<file path="config.mk">
export PLATFORM = sky130hd
export DESIGN_NAME = camera_dvp_source_flat
export DESIGN_NICKNAME = d
export VERILOG_FILES = /design/src/rtl/cam_pkg.sv /design/src/rtl/camera_dvp_source_if.sv /design/src/rtl/dvp_pattern_gen.sv /design/src/rtl/camera_dvp_source.sv /design/src/flat_wrapper.sv
export SDC_FILE = /design/constraint.sdc
export NUM_CORES = 1
export LEC_CHECK = 0
export ABC_AREA = 1
export BUFFER_PORTS_ARGS = -buffer_cell sky130_fd_sc_hd__clkbuf_2
export CORE_MARGIN = 1
export CORE_UTILIZATION = 55
export CTS_CLUSTER_DIAMETER = 100
export CTS_CLUSTER_SIZE = 24
export DETAILED_ROUTE_END_ITERATION = 10
export GPL_TIMING_DRIVEN = 0
export PLACE_DENSITY = 0.81
export SLEW_MARGIN = 10
export SYNTH_ARGS = -nofsm -noshare
export SYNTH_HDL_FRONTEND = slang
export SYNTH_SLANG_ARGS = --single-unit
</file>
<file path="constraint.sdc">
create_clock -name clk_in -period 8.4 [get_ports clk_in]
set_input_delay 1.26 -clock clk_in [delete_from_list [all_inputs] [get_ports clk_in]]
set_output_delay 1.26 -clock clk_in [all_outputs]
set_load 0.01 [all_outputs]
</file>
<file path="src/rtl/cam_pkg.sv">
// Shared types and constants for the DVP test-pattern source.
package cam_pkg;

    typedef enum logic [1:0] {
        PatBars    = 2'd0,
        PatRamp    = 2'd1,
        PatSolid   = 2'd2,
        PatChecker = 2'd3
    } pattern_e;

    typedef enum logic [2:0] {
        StIdle,
        StVsync,
        StVback,
        StActive,
        StVfront
    } state_e;

    localparam logic [15:0] BarWhite   = 16'hFFFF;
    localparam logic [15:0] BarYellow  = 16'hFFE0;
    localparam logic [15:0] BarCyan    = 16'h07FF;
    localparam logic [15:0] BarGreen   = 16'h07E0;
    localparam logic [15:0] BarMagenta = 16'hF81F;
    localparam logic [15:0] BarRed     = 16'hF800;
    localparam logic [15:0] BarBlue    = 16'h001F;
    localparam logic [15:0] BarBlack   = 16'h0000;

    function automatic logic [15:0] bar_color(input logic [2:0] idx);
        logic [15:0] c;
        case (idx)
            3'd0:    c = BarWhite;
            3'd1:    c = BarYellow;
            3'd2:    c = BarCyan;
            3'd3:    c = BarGreen;
            3'd4:    c = BarMagenta;
            3'd5:    c = BarRed;
            3'd6:    c = BarBlue;
            default: c = BarBlack;
        endcase
        return c;
    endfunction

endpackage

</file>
<file path="src/rtl/camera_dvp_source_if.sv">
// DVP output bundle: pixel clock, syncs, data byte and end-of-frame pulse.
interface camera_dvp_source_if;
    logic       pclk_out;
    logic       vs_out;
    logic       hs_out;
    logic [7:0] data_out;
    logic       frame_done_out;

    modport source (output pclk_out, vs_out, hs_out, data_out, frame_done_out);
    modport sink   (input  pclk_out, vs_out, hs_out, data_out, frame_done_out);
endinterface

</file>
<file path="src/rtl/dvp_pattern_gen.sv">
// Combinational RGB565 test-pattern pixel for coordinate (x, y).
module dvp_pattern_gen
    import cam_pkg::*;
#(
    parameter int unsigned H_ACTIVE = 320
) (
    input  pattern_e    i_pattern,
    input  logic [15:0] i_x,
    input  logic [15:0] i_y,
    input  logic        i_fc,
    input  logic [15:0] i_color,
    output logic [15:0] o_pixel
);
    // Guard against zero-width bars on very narrow frames.
    localparam int unsigned BarW = (H_ACTIVE / 8 == 0) ? 1 : H_ACTIVE / 8;

    logic [15:0] w_bar_idx;
    logic [15:0] w_ramp;

    always_comb begin
        w_bar_idx = 16'(32'(i_x) / BarW);
        w_ramp    = 16'(32'(i_x) + 32'(i_y) * H_ACTIVE);
        o_pixel   = '0;
        unique case (i_pattern)
            PatBars:    o_pixel = bar_color((w_bar_idx > 16'd7) ? 3'd7 : w_bar_idx[2:0]);
            PatRamp:    o_pixel = w_ramp;
            PatSolid:   o_pixel = i_color;
            PatChecker: o_pixel = (i_x[3] ^ i_y[3] ^ i_fc) ? 16'hFFFF : 16'h0000;
            default:    o_pixel = '0;
        endcase
    end
endmodule

</file>
<file path="src/rtl/camera_dvp_source.sv">
// OV5640-style DVP transmitter: pclk divider, line/frame counters, sync FSM and
// registered byte-serial RGB565 output from an internal pattern generator.
module camera_dvp_source
    import cam_pkg::*;
#(
    parameter int unsigned H_ACTIVE = 320,
    parameter int unsigned V_ACTIVE = 240,
    parameter int unsigned H_BLANK  = 64,
    parameter int unsigned V_SYNC   = 2,
    parameter int unsigned V_BACK   = 4,
    parameter int unsigned V_FRONT  = 4,
    parameter int unsigned PCLK_DIV = 2
) (
    input  logic                       clk_in,
    input  logic                       rst_in,
    input  logic                       en_in,
    input  logic [1:0]                 pattern_in,
    input  logic [15:0]                color_in,
    camera_dvp_source_if.source        dvp
);
    localparam int unsigned LineLen  = 2 * H_ACTIVE + H_BLANK;
    localparam int unsigned FrameLen = V_SYNC + V_BACK + V_ACTIVE + V_FRONT;
    localparam int unsigned ActStart = V_SYNC + V_BACK;
    localparam int unsigned ActEnd   = ActStart + V_ACTIVE;
    localparam int unsigned BcW      = $clog2(LineLen + 1);
    localparam int unsigned LcW      = $clog2(FrameLen + 1);
    localparam int unsigned DivW     = $clog2(PCLK_DIV + 1);

    // Phase is a pure function of the frame line, so zero-length phases vanish.
    function automatic state_e phase_of(input int unsigned line);
        if (line < V_SYNC)   return StVsync;
        if (line < ActStart) return StVback;
        if (line < ActEnd)   return StActive;
        return StVfront;
    endfunction

    logic [DivW-1:0] r_div;
    logic            r_pclk;
    state_e          r_state;
    logic [BcW-1:0]  r_bc;
    logic [LcW-1:0]  r_lc;
    pattern_e        r_pat;
    logic [15:0]     r_color;
    logic            r_fc;
    logic            r_vs;
    logic            r_hs;
    logic [7:0]      r_data;
    logic            r_fd;

    logic            w_div_end;
    logic            w_fall;
    state_e          w_state_d;
    logic [BcW-1:0]  w_bc_d;
    logic [LcW-1:0]  w_lc_d;
    logic            w_latch;
    logic            w_last;
    pattern_e        w_pat_d;
    logic [15:0]     w_color_d;
    logic            w_fc_d;
    logic [15:0]     w_x;
    logic [15:0]     w_y;
    logic [15:0]     w_pixel;
    logic            w_hs_d;
    logic [7:0]      w_data_d;

    assign w_div_end = (r_div == DivW'(PCLK_DIV - 1));
    assign w_fall    = w_div_end & r_pclk;

    always_comb begin
        w_state_d = r_state;
        w_bc_d    = r_bc;
        w_lc_d    = r_lc;
        w_latch   = 1'b0;
        w_last    = 1'b0;
        if (r_state == StIdle) begin
            if (en_in) begin
                w_bc_d    = '0;
                w_lc_d    = '0;
                w_state_d = phase_of(0);
                w_latch   = 1'b1;
            end
        end else if (r_bc == BcW'(LineLen - 1)) begin
            w_bc_d = '0;
            if (r_lc == LcW'(FrameLen - 1)) begin
                w_last = 1'b1;
                w_lc_d = '0;
                if (en_in) begin
                    w_state_d = phase_of(0);
                    w_latch   = 1'b1;
                end else begin
                    w_state_d = StIdle;
                end
            end else begin
                w_lc_d    = r_lc + 1'b1;
                w_state_d = phase_of(32'(w_lc_d));
            end
        end else begin
            w_bc_d = r_bc + 1'b1;
        end
    end

    assign w_pat_d   = w_latch ? pattern_e'(pattern_in) : r_pat;
    assign w_color_d = w_latch ? color_in : r_color;
    assign w_fc_d    = r_fc ^ w_last;
    assign w_x       = 16'(32'(w_bc_d) >> 1);
    assign w_y       = 16'(32'(w_lc_d) - ActStart);
    assign w_hs_d    = (w_state_d == StActive) && (32'(w_bc_d) < 2 * H_ACTIVE);
    assign w_data_d  = !w_hs_d ? 8'h00 : (w_bc_d[0] ? w_pixel[7:0] : w_pixel[15:8]);

    dvp_pattern_gen #(
        .H_ACTIVE (H_ACTIVE)
    ) u_pattern_gen (
        .i_pattern (w_pat_d),
        .i_x       (w_x),
        .i_y       (w_y),
        .i_fc      (w_fc_d),
        .i_color   (w_color_d),
        .o_pixel   (w_pixel)
    );

    always_ff @(posedge clk_in) begin
        if (!rst_in) begin
            r_div   <= '0;
            r_pclk  <= 1'b0;
            r_state <= StIdle;
            r_bc    <= '0;
            r_lc    <= '0;
            r_pat   <= PatBars;
            r_color <= '0;
            r_fc    <= 1'b0;
            r_vs    <= 1'b0;
            r_hs    <= 1'b0;
            r_data  <= '0;
            r_fd    <= 1'b0;
        end else begin
            r_div <= w_div_end ? '0 : r_div + 1'b1;
            if (w_div_end) r_pclk <= ~r_pclk;
            r_fd <= w_fall & w_last;
            // Everything the receiver sees moves only on pclk falling edges.
            if (w_fall) begin
                r_state <= w_state_d;
                r_bc    <= w_bc_d;
                r_lc    <= w_lc_d;
                r_pat   <= w_pat_d;
                r_color <= w_color_d;
                r_fc    <= w_fc_d;
                r_vs    <= (w_state_d == StVsync);
                r_hs    <= w_hs_d;
                r_data  <= w_data_d;
            end
        end
    end

    assign dvp.pclk_out       = r_pclk;
    assign dvp.vs_out         = r_vs;
    assign dvp.hs_out         = r_hs;
    assign dvp.data_out       = r_data;
    assign dvp.frame_done_out = r_fd;
endmodule
</file>
<file path="src/flat_wrapper.sv">
// flat-port wrapper written by rule: the top's interface ports become plain ports
module camera_dvp_source_flat import cam_pkg::*;
#(
    parameter int unsigned H_ACTIVE = 320,
    parameter int unsigned V_ACTIVE = 240,
    parameter int unsigned H_BLANK  = 64,
    parameter int unsigned V_SYNC   = 2,
    parameter int unsigned V_BACK   = 4,
    parameter int unsigned V_FRONT  = 4,
    parameter int unsigned PCLK_DIV = 2
)
  (clk_in, rst_in, en_in, pattern_in, color_in, dvp_pclk_out, dvp_vs_out, dvp_hs_out, dvp_data_out, dvp_frame_done_out);
  camera_dvp_source_if dvp_i ();
  input  logic clk_in;
  input  logic rst_in;
  input  logic en_in;
  input  logic [1:0] pattern_in;
  input  logic [15:0] color_in;
  output wire logic [$bits(dvp_i.pclk_out)-1:0] dvp_pclk_out;
  output wire logic [$bits(dvp_i.vs_out)-1:0] dvp_vs_out;
  output wire logic [$bits(dvp_i.hs_out)-1:0] dvp_hs_out;
  output wire logic [$bits(dvp_i.data_out)-1:0] dvp_data_out;
  output wire logic [$bits(dvp_i.frame_done_out)-1:0] dvp_frame_done_out;
  assign dvp_pclk_out = dvp_i.pclk_out;
  assign dvp_vs_out = dvp_i.vs_out;
  assign dvp_hs_out = dvp_i.hs_out;
  assign dvp_data_out = dvp_i.data_out;
  assign dvp_frame_done_out = dvp_i.frame_done_out;
  camera_dvp_source #(.H_ACTIVE(H_ACTIVE), .V_ACTIVE(V_ACTIVE), .H_BLANK(H_BLANK), .V_SYNC(V_SYNC), .V_BACK(V_BACK), .V_FRONT(V_FRONT), .PCLK_DIV(PCLK_DIV)) u_core (.clk_in(clk_in), .rst_in(rst_in), .en_in(en_in), .pattern_in(pattern_in), .color_in(color_in), .dvp(dvp_i));
endmodule
</file>
# After elaboration in Yosys (flattened, before gate mapping)
# Cells that the tools add are included.
dict set report totals {
  regBits 54
  latchBits 0
  mem_bits_rw 0
  mem_bits_ro 0
  inputBits 21
  out_inout_bits 12
  wordCells 98
  n_memories 0
}
dict set report classes {
  addsub 5
  n_mul 1
  n_div 1
  n_lt_le_gt_ge 5
  eq_ne 14
  n_shift 0
  muxes 48
  bitwise_logic 7
  reduce_logical 5
}
# operator n
set op_table {}
lappend op_table {{16-bit one-hot mux with 7 select lines} 1}
lappend op_table {{16-bit one-hot mux with 4 select lines} 1}
lappend op_table {{8-bit two-way mux} 6}
lappend op_table {{3-bit two-way mux} 11}
lappend op_table {{9-bit by 6-bit divider with 32-bit output (second input constant)} 1}
lappend op_table {{16-bit two-way mux} 2}
lappend op_table {{10-bit two-way mux} 3}
lappend op_table {{1-bit two-way mux} 23}
lappend op_table {{9-bit by 16-bit adder with 16-bit output} 1}
lappend op_table {{16-bit by 3-bit > comparator with 1-bit output (second input constant)} 1}
lappend op_table {{16-bit by 3-bit multiplier with 10-bit output (second input constant)} 1}
lappend op_table {{10-bit by 1-bit adder with 10-bit output (second input constant)} 1}
lappend op_table {{10-bit == test (second input constant)} 1}
lappend op_table {{10-bit < comparator (second input constant)} 1}
lappend op_table {{3-bit by 2-bit == test with 1-bit output (second input constant)} 3}
lappend op_table {{3-bit == test (second input constant)} 3}
lappend op_table {{8-bit by 3-bit subtractor with 9-bit output (second input constant)} 1}
lappend op_table {{8-bit by 1-bit adder with 8-bit output (second input constant)} 1}
lappend op_table {{8-bit == test (second input constant)} 1}
lappend op_table {{8-bit by 2-bit < comparator with 1-bit output (second input constant)} 1}
lappend op_table {{8-bit by 3-bit < comparator with 1-bit output (second input constant)} 1}
lappend op_table {{8-bit < comparator (second input constant)} 1}
lappend op_table {{3-bit by 1-bit == test with 1-bit output (second input constant)} 2}
lappend op_table {{3-bit logical NOT} 2}
lappend op_table {{other kinds (10)} 16}

# Logic depth before layout (Yosys ltp)
dict set report logic_depth {
  ltp_word 24
  mapped_depth 32
}

# Modules after synthesis
# Synthesis repeated with hierarchy kept, for this count alone.
dict set report unflattened {
  hier_cells 1198
  hier_area_um2 7116.8
}
# mod n_inst cells_per_inst area_per_inst_um2
set modules_own_cells {}
lappend modules_own_cells {dvp_pattern_gen 1 741 4013.8}
lappend modules_own_cells {camera_dvp_source 1 457 3103.0}

# Worst setup path before layout
# Ideal clock, no wire load.
dict set report synth_timing {
  kind {input to register}
  from {input port en_in}
  to {register u_core.r_data[7] (netlist: u_core.dvp.data_out[7])}
  arrival_time_ns 4.303
  required_ns 8.341
  path_slack_ns 4.038
  stages 26
  path_buffers 0
  path_cell_list {nor2_8 > nor2_2 > o22ai_1 > ha_1 > inv_1 > xor2_1 > ha_1 > ha_1 > inv_1 > fa_1 > nor2_1 > inv_1 > nor2_1 > inv_1 > nor2_1 > inv_1 > nor2_1 > inv_1 > nor2_1 > nand3b_1 > nand3_1 > nand2_1 > nand2_1 > nand2_1 > nand3_1 > nand2_1}
}
dict set report synth_via {
  word_cells_on_any_way 42
  classes_between {2 x add/sub; 1 x mul; 1 x div; 2 x order compare; 10 x eq/ne; 21 x mux; 2 x bitwise; 3 x reduce/logical}
}
# element line_no
set synth_rtl {}
lappend synth_rtl {{start: declaration} flat_wrapper.sv:16} ;# input logic en_in;
lappend synth_rtl {{8-bit two-way mux (*)} camera_dvp_source.sv:76} ;# if (en_in) begin
lappend synth_rtl {{8-bit two-way mux (*)} camera_dvp_source.sv:75} ;# if (r_state == StIdle) begin
lappend synth_rtl {{named net u_core.w_lc_d[1]} camera_dvp_source.sv:54} ;# logic [LcW-1:0] w_lc_d;
lappend synth_rtl {{8-bit by 3-bit subtractor with 9-bit output (*)} camera_dvp_source.sv:106} ;# assign w_y = 16'(32'(w_lc_d) - ActStart);
lappend synth_rtl {{parallel branches: the longest is 3 deep, another holds 16-bit by 3-bit multiplier with 10-bit output} --}
lappend synth_rtl {{16-bit one-hot mux with 4 select lines (*)} dvp_pattern_gen.sv:24} ;# unique case (i_pattern)
lappend synth_rtl {{8-bit two-way mux (*) (2 in a row)} camera_dvp_source.sv:108} ;# assign w_data_d = !w_hs_d ? 8'h00 : (w_bc_d[0] ? w_pixel[7:0] : w_pixel[15:8]);
lappend synth_rtl {{end signal: assignment} camera_dvp_source.sv:149} ;# r_data <= w_data_d;
lappend synth_rtl {{end: declaration} camera_dvp_source.sv:47} ;# logic [7:0] r_data;
# Mark *: on every way through the listed nets, which the timed path passes.
# A chain may end at the register's enable or synchronous reset.

# Final worst setup path
# Ends and elaborated chain as after synthesis.

==> metrics <==
diodes inserted 0; Setup Viol. Count Final 0; total CTS buffers 5; CTS resizes 0; hold_buf cts 0; initial antenna violation count 0; Setup Buffers After CTS 0; Final #Nets 682; htree depth 2; type of the worst min-delay path reg2reg; Power Density 117.9 nW/um^2; Cells after Synth 598; Ys Warns 0; Bufs and invs on worst path 7; # clock sinks between 50 and 60; post-route ant nets 0; Distinct cells, synth 47; CP Max Fanout 7; crit end category flop; Die Width 88.38 microns; # DRC 0; peak supply drop 88.76 uV; Tmin final 4.858 ns; largest net degree at the start of global routing 18; Synth Register Bits 54; Detailed Routing Iterations Pass 1 8; IO Pins 33; pre-CTS setup slack 3.269 ns; IO Port Bufs 32; Setup Skew 0.008353 ns; fin. max-slew vios 0; Hold Path Origin u_core.r_div[0]$_SDFF_PP0_; TritonCTS clock tree yes; launch point of the worst reg-to-reg path u_core.r_bc[0]$_SDFFE_PN0P_; routed vias 4138; Startpoint Class input port; Post-DP HPWL 8.069 mm; TNS Setup 0 ns; WP data required about 8.7 ns; slowest stage delay, CP between 0.4 and 0.5 ns; RePlAce Congestion 0.9354; register area share after synthesis 0.2634; GR Util All Layers 0.2835; final hold vios 0; Die Span Y 88.38 microns; share of cells above drive strength 1 0.1567; RSZ-0062 raised after global routing false; Post-Syn Area 4104 sq um; Slowest cell on crit path fa_1; first-pass GRT wire length 17.26 mm; DR WL/cell 14.23 microns; Setup WS post-layout between 3 and 4 ns; relative slew slack 0.4260; area leader, netlist dfxtp_1; Core ar. roughly 7000 sq um; global route overflow 0; DRT iter0 DRCs 271; CTS Buffer Depth 2; most used cell, CP inv_1; vias in the first global route 3829; final worst path period share 0.5783; final wirelength 10.49 mm; Synth top area share 0.2634; Crit Path Class in2reg; Syn-to-layout area delta 9.878%; Post-Syn Nets between 600 and 700; post-synthesis area per instance 6.863 sq um; crit path DAT 5.13 ns; root buf cell clkbuf_8; placement row count 31; vias per inst 5.615; static leakage 2.140 nW; FMAX between 200 and 250 MHz; Worst-Skew Late Latency 0.32 ns; ranking of synthesized cells by area dfxtp_1 (26%), nand2_1 (12%), inv_1 (8.3%); Max-cap violations 0; Worst-Margin Slew ~0.86 ns; status finished, final reports clean; R2R setup slack roughly 3.6 ns; crit-path leading delay family simple AND/OR/NAND/NOR gates; Worst-path clk slew 0.10 ns; initial core utilization 0.5689; CP startpoint en_in; DIE AREA 7811 sq um
-- worst register-to-register path: cells and delay by family, from the launching register on --
kind            cells  cell delay (ns)
fa+ha+maj           5             1.43
buf+inv             6             0.38
xor+xnor            1             0.32
flops               1             0.42
compound gates      1             0.39
simple gates       17             1.85
-- metal layers --
layer	wire length [microns]	global-route usage	vias up
li1	-	-	2061
met1	4515	0.3567	1901
met2	4924	0.4825	146
met3	720	0.05224	30
met4	328	0.1056	0
met5	0	0	-
-- through the flow --
| stage | util | power [W] | hold slack, ns | cells | cell area (sq um) |
|---|---|---|---|---|---|
| floorplan | - | 0.0003216 | 0.4043 | 598 | 4104 |
| global placement | 0.6082 | 0.0003434 | 0.4134 | 729 | 4388 |
| detailed placement | 0.6082 | 0.0003452 | 0.4284 | 729 | 4388 |
| CTS | 0.6250 | 0.0005342 | 0.4439 | 737 | 4509 |
| global route | 0.6250 | 0.0005531 | 0.4733 | 737 | 4509 |
| finish | 0.6250 | 0.0005316 | 0.4395 | 737 | 4509 |
-- final timing paths --
| path | endpoint | depth (start not counted) |
|---|---|---|
| max | u_core.dvp.data_out[7]$_SDFFE_PN0P_ | 27 |
| min reg2reg | u_core.r_div[0]$_SDFF_PP0_ | 1 |
| min | u_core.r_div[0]$_SDFF_PP0_ | 1 |
| max reg2reg | u_core.dvp.data_out[7]$_SDFFE_PN0P_ | 30 |
-- flip-flops by register name, summed over array words and instances, names as in the netlist --
signal and count:
u_core.dvp.data_out 8, u_core.r_state 3, u_core.dvp.vs_out 1, u_core.dvp.hs_out 1, u_core.r_pat 2, u_core.dvp.pclk_out 1
u_core.r_lc 8, u_core.r_color 16, u_core.r_bc 10, u_core.r_fc 1, u_core.r_div 2, u_core.dvp.frame_done_out 1
-- Yosys cell counts, drive strengths merged --
cell type and number:
nand3b 4, a32o 1, nor2 46, nand4 10, fa 2, ha 22
o311ai 1, a31oi 1, xor2 21, o22ai 48, o31ai 1, clkinv 2
and2 1, a21oi 19, nor3 4, o21bai 1, clkbuf 11, a22oi 2
o221ai 4, xnor2 3, o21ai 47, nand3 40, dfxtp 54, or2 2
o211ai 5, inv 104, nand2 141, buf 1
-- report_power, final --
| part | switching [W] | internal (W) | total, W |
|---|---|---|---|
| Clock | 0.0000919 | 0.0000982 | 0.000190 |
| Combinational | 0.0000536 | 0.0000251 | 0.0000787 |
| Sequential | 0.00000179 | 0.000261 | 0.000263 |
-- cell usage in the layout (no fill, tap or decap), types with 3 or more instances in the layout --
cell type	instances
a21oi_1	17
clkbuf_1	11
clkbuf_2	32
clkbuf_8	6
dfxtp_1	54
ha_1	22
inv_1	91
inv_2	12
nand2_1	128
nand2_2	9
nand2_4	4
nand3_1	30
nand3_2	9
nand3b_1	3
nand4_1	8
nor2_1	37
nor2_2	4
nor2_4	3
nor3_1	4
o211ai_1	4
o21ai_0	38
o21ai_1	5
o21ai_2	3
o221ai_1	4
o22ai_1	48
xnor2_1	3
xor2_1	20
-- cell families after synthesis --
family / Yosys count / synth area share
flip-flops: 54 / 0.2634
XOR/XNOR: 24 / 0.05305
adder cells (fa/ha/maj): 24 / 0.07683
AO/OA/AOI/OAI: 130 / 0.1976
buffers and inverters: 118 / 0.1085
AND/OR/NAND/NOR: 248 / 0.3006
-- cell type report --
class | count | area, sq um
tap | 99 | 123.9
clock inverter | 2 | 38.79
timing repair buffer | 32 | 160.2
fill | 695 | 2705
multi-input combinational | 426 | 2577
sequential | 54 | 1081
inverter | 106 | 400.4
clock buffer | 6 | 82.58
buffer | 12 | 45.04
No activity file was read; power rests on OpenSTA's default activity.
